`src/rtl/ew_request_unit.sv`:
```
// ew_request_unit: east-west request front-end for the traffic controller.
// Synchronizes and debounces an active-low button/loop contact, then latches
// it as a request on carew until LightOut shows EW green. After the EW phase
// ends, the unit holds off for a cooldown before it accepts another press.
// It also reports the request wait time in prescaled ticks.
// Optional build macro: LIGHT_CHECK_EN adds the sticky light_err output.
module ew_request_unit #(
  parameter int unsigned DEBOUNCE_CYCLES = 1000000,
  parameter int unsigned COOLDOWN_CYCLES = 50000000,
  parameter int unsigned TICK_CYCLES     = 50000000,
  parameter logic [5:0]  GEW_CODE        = 6'b001100,
  parameter logic [5:0]  YEW_CODE        = 6'b001010,
  parameter logic [5:0]  GNS_CODE        = 6'b100001,
  parameter logic [5:0]  YNS_CODE        = 6'b010001,
  parameter logic [5:0]  ALLRED_CODE     = 6'b001001
) (
  input  logic        clock,
  input  logic        reset,
  input  logic        key_n,
  input  logic [5:0]  LightOut,
  output logic        carew,
  output logic        pending,
  output logic [15:0] wait_count
`ifdef LIGHT_CHECK_EN
  ,
  output logic        light_err
`endif
);

  localparam int unsigned DB_W = $clog2(DEBOUNCE_CYCLES);
  localparam int unsigned CD_W = (COOLDOWN_CYCLES > 1) ? $clog2(COOLDOWN_CYCLES) : 1;
  localparam int unsigned TK_W = (TICK_CYCLES > 1) ? $clog2(TICK_CYCLES) : 1;

  localparam logic [DB_W-1:0] DB_LAST = DB_W'(DEBOUNCE_CYCLES - 1);
  localparam logic [CD_W-1:0] CD_LAST = CD_W'(COOLDOWN_CYCLES - 1);
  localparam logic [TK_W-1:0] TK_LAST = TK_W'(TICK_CYCLES - 1);

  localparam logic [1:0] S_IDLE     = 2'd0;
  localparam logic [1:0] S_PENDING  = 2'd1;
  localparam logic [1:0] S_SERVED   = 2'd2;
  localparam logic [1:0] S_COOLDOWN = 2'd3;

  logic            sync1_q, sync2_q;
  logic            stable_q, stable_d;
  logic [DB_W-1:0] db_cnt_q, db_cnt_d;
  logic            press;

  logic [1:0]      state_q, state_d;
  logic [15:0]     wc_q, wc_d;
  logic [TK_W-1:0] tick_q, tick_d;
  logic [CD_W-1:0] cool_q, cool_d;
  logic            carew_q, pending_q;

  // Two-flop synchronizer for the asynchronous contact; idles released (1).
  always_ff @(posedge clock or negedge reset) begin
    if (!reset) begin
      sync1_q <= 1'b1;
      sync2_q <= 1'b1;
    end else begin
      sync1_q <= key_n;
      sync2_q <= sync1_q;
    end
  end

  // Debouncer: accept a new level only after it has differed for the full window;
  // a press is the accepting edge of a low level.
  always_comb begin
    stable_d = stable_q;
    db_cnt_d = db_cnt_q;
    press    = 1'b0;
    if (sync2_q == stable_q) begin
      db_cnt_d = '0;
    end else if (db_cnt_q == DB_LAST) begin
      stable_d = sync2_q;
      db_cnt_d = '0;
      press    = ~sync2_q;
    end else begin
      db_cnt_d = db_cnt_q + 1'b1;
    end
  end

  // Debouncer state registers.
  always_ff @(posedge clock or negedge reset) begin
    if (!reset) begin
      stable_q <= 1'b1;
      db_cnt_q <= '0;
    end else begin
      stable_q <= stable_d;
      db_cnt_q <= db_cnt_d;
    end
  end

  // Request FSM with wait-time prescaler and cooldown timer.
  always_comb begin
    state_d = state_q;
    wc_d    = wc_q;
    tick_d  = tick_q;
    cool_d  = cool_q;
    case (state_q)
      S_IDLE: begin
        if (press) begin
          if (LightOut == GEW_CODE) begin
            state_d = S_SERVED;
          end else begin
            state_d = S_PENDING;
            wc_d    = '0;
            tick_d  = '0;
          end
        end
      end
      S_PENDING: begin
        if (LightOut == GEW_CODE) begin
          state_d = S_SERVED;
        end else if (tick_q == TK_LAST) begin
          tick_d = '0;
          if (wc_q != 16'hFFFF) wc_d = wc_q + 16'd1;
        end else begin
          tick_d = tick_q + 1'b1;
        end
      end
      S_SERVED: begin
        if ((LightOut != GEW_CODE) && (LightOut != YEW_CODE)) begin
          state_d = S_COOLDOWN;
          cool_d  = '0;
        end
      end
      S_COOLDOWN: begin
        if (cool_q == CD_LAST) state_d = S_IDLE;
        else cool_d = cool_q + 1'b1;
      end
      default: state_d = S_IDLE;
    endcase
  end

  // FSM registers; carew/pending are decoded from the next state so they
  // change on the same edge as the state and come straight off a flop.
  always_ff @(posedge clock or negedge reset) begin
    if (!reset) begin
      state_q   <= S_IDLE;
      wc_q      <= '0;
      tick_q    <= '0;
      cool_q    <= '0;
      carew_q   <= 1'b0;
      pending_q <= 1'b0;
    end else begin
      state_q   <= state_d;
      wc_q      <= wc_d;
      tick_q    <= tick_d;
      cool_q    <= cool_d;
      carew_q   <= (state_d == S_PENDING);
      pending_q <= (state_d == S_PENDING);
    end
  end

  assign carew      = carew_q;
  assign pending    = pending_q;
  assign wait_count = wc_q;

`ifdef LIGHT_CHECK_EN
  logic light_err_q;
  logic light_bad;

  assign light_bad = (LightOut != GNS_CODE) && (LightOut != YNS_CODE) &&
                     (LightOut != GEW_CODE) && (LightOut != YEW_CODE) &&
                     (LightOut != ALLRED_CODE);

  // Sticky flag for any light code outside the legal set.
  always_ff @(posedge clock or negedge reset) begin
    if (!reset) light_err_q <= 1'b0;
    else        light_err_q <= light_err_q | light_bad;
  end

  assign light_err = light_err_q;
`endif

endmodule

```
`config.mk`:
```
export PLATFORM = sky130hd
export DESIGN_NAME = ew_request_unit
export DESIGN_NICKNAME = d
export VERILOG_FILES = /design/src/rtl/ew_request_unit.sv
export SDC_FILE = /design/constraint.sdc
export NUM_CORES = 1
export LEC_CHECK = 0
export ABC_AREA = 1
export CAP_MARGIN = 25
export CORE_MARGIN = 3
export CORE_UTILIZATION = 60
export DETAILED_ROUTE_END_ITERATION = 8
export GPL_TIMING_DRIVEN = 0
export PLACE_DENSITY = 0.79
export SETUP_SLACK_MARGIN = 0.3
export SYNTH_ARGS = -nofsm -noshare
export SYNTH_HDL_FRONTEND = slang
export SYNTH_SLANG_ARGS = --single-unit
```
`constraint.sdc`:
```
create_clock -name clock -period 4 [get_ports clock]
set_clock_uncertainty 0.2 [all_clocks]
set_input_delay 1.2 -clock clock [delete_from_list [all_inputs] [get_ports clock]]
set_output_delay 1.2 -clock clock [all_outputs]
set_load 0.03 [all_outputs]
```
==> reports/qor.csv <==
stage;metric;value;unit
status;status;finished, final reports clean;
die;core area;0.00982;sq mm
die;I/O Pins;27;
placement;gp weighted congestion;0.939;
timing;fin crit period;2.97;ns
pwr;sw frac;38.1;%
timing;final hold vios;0;
die;die area;0.0113;sq mm
global_route;GRT overflow;0;
yosys;Yosys Warn Count;0;
clocking;Clock Latency Late Sink;0.37;ns
worst_setup_path;CP Buf/Inv Count;1;
route;vias;5689;
pwr;sequential share of power;40.7;%
yosys;number of enable flip-flop cells after synthesis;0;
pwr;Peak supply drop;0.000237;V
timing;final cycle utilization of the critical path;74.3;%
worst_hold_path;min-delay worst type;register to register;
pwr;Gate power share;32.9;%
clocking;clk buf depth;2;
clocking;Hold Buf Count CTS;0;
worst_setup_path;cell family with most CP delay;buffers and inverters;
placement;post-DP HPWL;10800;microns
yosys;Async SR Flop Fraction;100;%
yosys;Mapped Nets;897;
route;Routed Wire Length;14200;microns
route;Routed WL per cell;13.4;microns
worst_setup_path;crit path kind;register to output pin;
clocking;clock tree sinks;94;
route;vias per cell;5.37;
yosys;register area share after synthesis;38.8;%
worst_setup_path;crit path cell chain;clkdlybuf4s50_1;
clocking;post-CTS setup buffers;0;
flow_run;max-cap violation count;0;
timing;final hold slack;0.159;ns
worst_setup_path;Max Fanout on Critical Path;7;
final_layout;n_diodes;0;
final_layout;Layout area overhead;11.3;%
die;initial cell density of the core;61.8;%
global_route;first-pass GRT wire length;25100;microns
global_route;GRT Total Usage;27.1;%
placement;PortBufs;26;
timing;measured slew at the worst slew-check pin;0.627;ns
timing;setup violators final;0;
clocking;number of buffers created by CTS;9;
worst_setup_path;CP Launch Type;register;
timing;final worst setup slack;1.03;ns
yosys;Post-Syn Instances;884;
yosys;Primary FF master, synth;dfrtp_1;
worst_setup_path;Worst Setup End Kind;output pin;
timing;Slew HR;57.9;%
die;Die Span X;107;microns
yosys;cell area after synthesis;0.00606;sq mm
yosys;Mapped Avg Cell Area;6.86;sq um
timing;unrepaired setup endpoints after global routing;false;
worst_setup_path;slowest CP cell;clkdlybuf4s50_1;
final_layout;# fillers;881;
route;Detail Route Antenna Nets;0;
yosys;synth unique cells;40;
clocking;CTS root buf;clkbuf_8;
yosys;Seq cells post-synth;94;
pwr;power density over cell area;422;mW/mm^2
clocking;CTS H-tree depth;3;
pwr;Clk network pwr share;26.4;%
final_layout;most frequent cells in the layout;nand2_1, nor2_1, dfrtp_1;
placement;Setup Slack @ Placement;0.867;ns
die;Vert. Die Dim;107;microns
clocking;CTS tree;done;
final_layout;share of cells above drive strength 1;7.87;%
yosys;post-synth top area cell;dfrtp_1;
timing;Slew Limit Fails;0;
global_route;initial antenna violation count;0;
global_route;vias in the first global route;5477;
route;TritonRoute pass-1 iters;5;
timing;FMAX;0.337;GHz
pwr;Internal;1.76;mW
route;DR iter-0 viols;446;
pwr;Leak;2.90;nW
die;Rows;36;
route;drt drc;0;
final_layout;nets@finish;935;
global_route;largest net degree at the start of global routing;53;
yosys;ranking of synthesized cells by area;dfrtp_1, nand2_1, nor2_1;
worst_setup_path;CP arrival;1.57;ns
final_layout;commonest non-fill, non-tap cell in the layout;nand2_1;
pwr;Net Switching;1.08;mW
clocking;CTS resizes;0;
worst_setup_path;CP required;2.60;ns
clocking;Clk pin slew, worst setup/hold paths;0.09;ns
worst_setup_path;slowest stage delay, CP;0.72;ns
yosys;area share of the largest cell type after synthesis;37.5;%
## sequential cells by signal, summed over array words and instances (netlist names)
name,cells
wait_count,16
sync2_q,1
pending,1
sync1_q,1
stable_q,1
tick_q,26
cool_q,26
db_cnt_q,20
state_q,2
## cells in the mapped netlist (4+ instances only)
master   instances
nor3_1          29
nand2_4          4
nand2_1        261
xnor2_1          6
buf_2            8
dfrtp_1         91
o21ai_1         19
buf_4            4
nand3_1         78
xor2_1          26
a21oi_1         13
nand2_2          6
ha_1             4
nand4_1         19
inv_2            5
o21ai_0         32
inv_1           89
nor2_2           7
nor2_1         141
nor2_4           7
nor3b_1          4
## final timing paths
check                               from       endpoint  slack, ns  cells past startpoint
min in group asynchronous          reset      cool_q[3]       0.61                      1
setup reg to reg               cool_q[0]     cool_q[14]       1.67                     11
hold / removal                   sync1_q        sync2_q       0.16                      0
setup / recovery           wait_count[0]  wait_count[0]       1.03                      1
max in group asynchronous          reset        sync1_q       2.27                      2
hold reg to reg                  sync1_q        sync2_q       0.16                      0
## metal layers
| layer | up-vias | GRT usage (%) | routed length (microns) |
|---|---|---|---|
| met5 | - | 0 | 0 |
| met4 | 0 | 8.31 | 196 |
| met3 | 21 | 4.01 | 737 |
| met2 | 142 | 45.5 | 6670 |
| met1 | 2636 | 36.4 | 6630 |
| li1 | 2890 | - | - |
## logic make-up (layout without fill, tap and decap cells)
family                   Yosys count  count (layout)  synth area share, %
XOR/XNOR                          32              32                 4.62
adder cells (fa/ha/maj)            4               4                0.825
buffers and inverters            112             155                 7.76
AND/OR/NAND/NOR                  567             567                 41.1
flip-flops                        94              94                 38.8
AO/OA/AOI/OAI                     75              75                 6.87
## power by group through the flow
| stage | Combinational [mW] | Clock [mW] | Sequential (mW) |
|---|---|---|---|
| after floorplan | 0.636 | 0 | 1.18 |
| after global placement | 0.908 | 0 | 1.17 |
| after detailed placement | 0.936 | 0 | 1.18 |
| after CTS | 0.941 | 0.763 | 1.16 |
| after global routing | 1.05 | 0.801 | 1.17 |
| final | 0.936 | 0.751 | 1.16 |
## per-stage QoR
step	cell area, sq um	util, %	power [mW]	instances	setup TNS (ns)
after global placement	6490	66.1	2.08	1043	-179.28
after global routing	6750	68.7	3.03	1060	0
final	6750	68.7	2.85	1060	0
after CTS	6750	68.7	2.86	1060	0
after detailed placement	6520	66.4	2.11	1044	0
after floorplan	6060	-	1.81	884	0
## cell type report
type | count | area [sq um] | share of cell area (%)
Tap cell | 133 | 166 | 2.47
Clock inverter | 5 | 100 | 1.48
Multi-Input combinational cell | 678 | 3240 | 48.0
Inverter | 96 | 363 | 5.38
Buffer | 16 | 108 | 1.59
Timing Repair Buffer | 27 | 285 | 4.23
Sequential cell | 94 | 2360 | 34.9
Clock buffer | 11 | 131 | 1.95
Power figures use the tool's default switching activity.
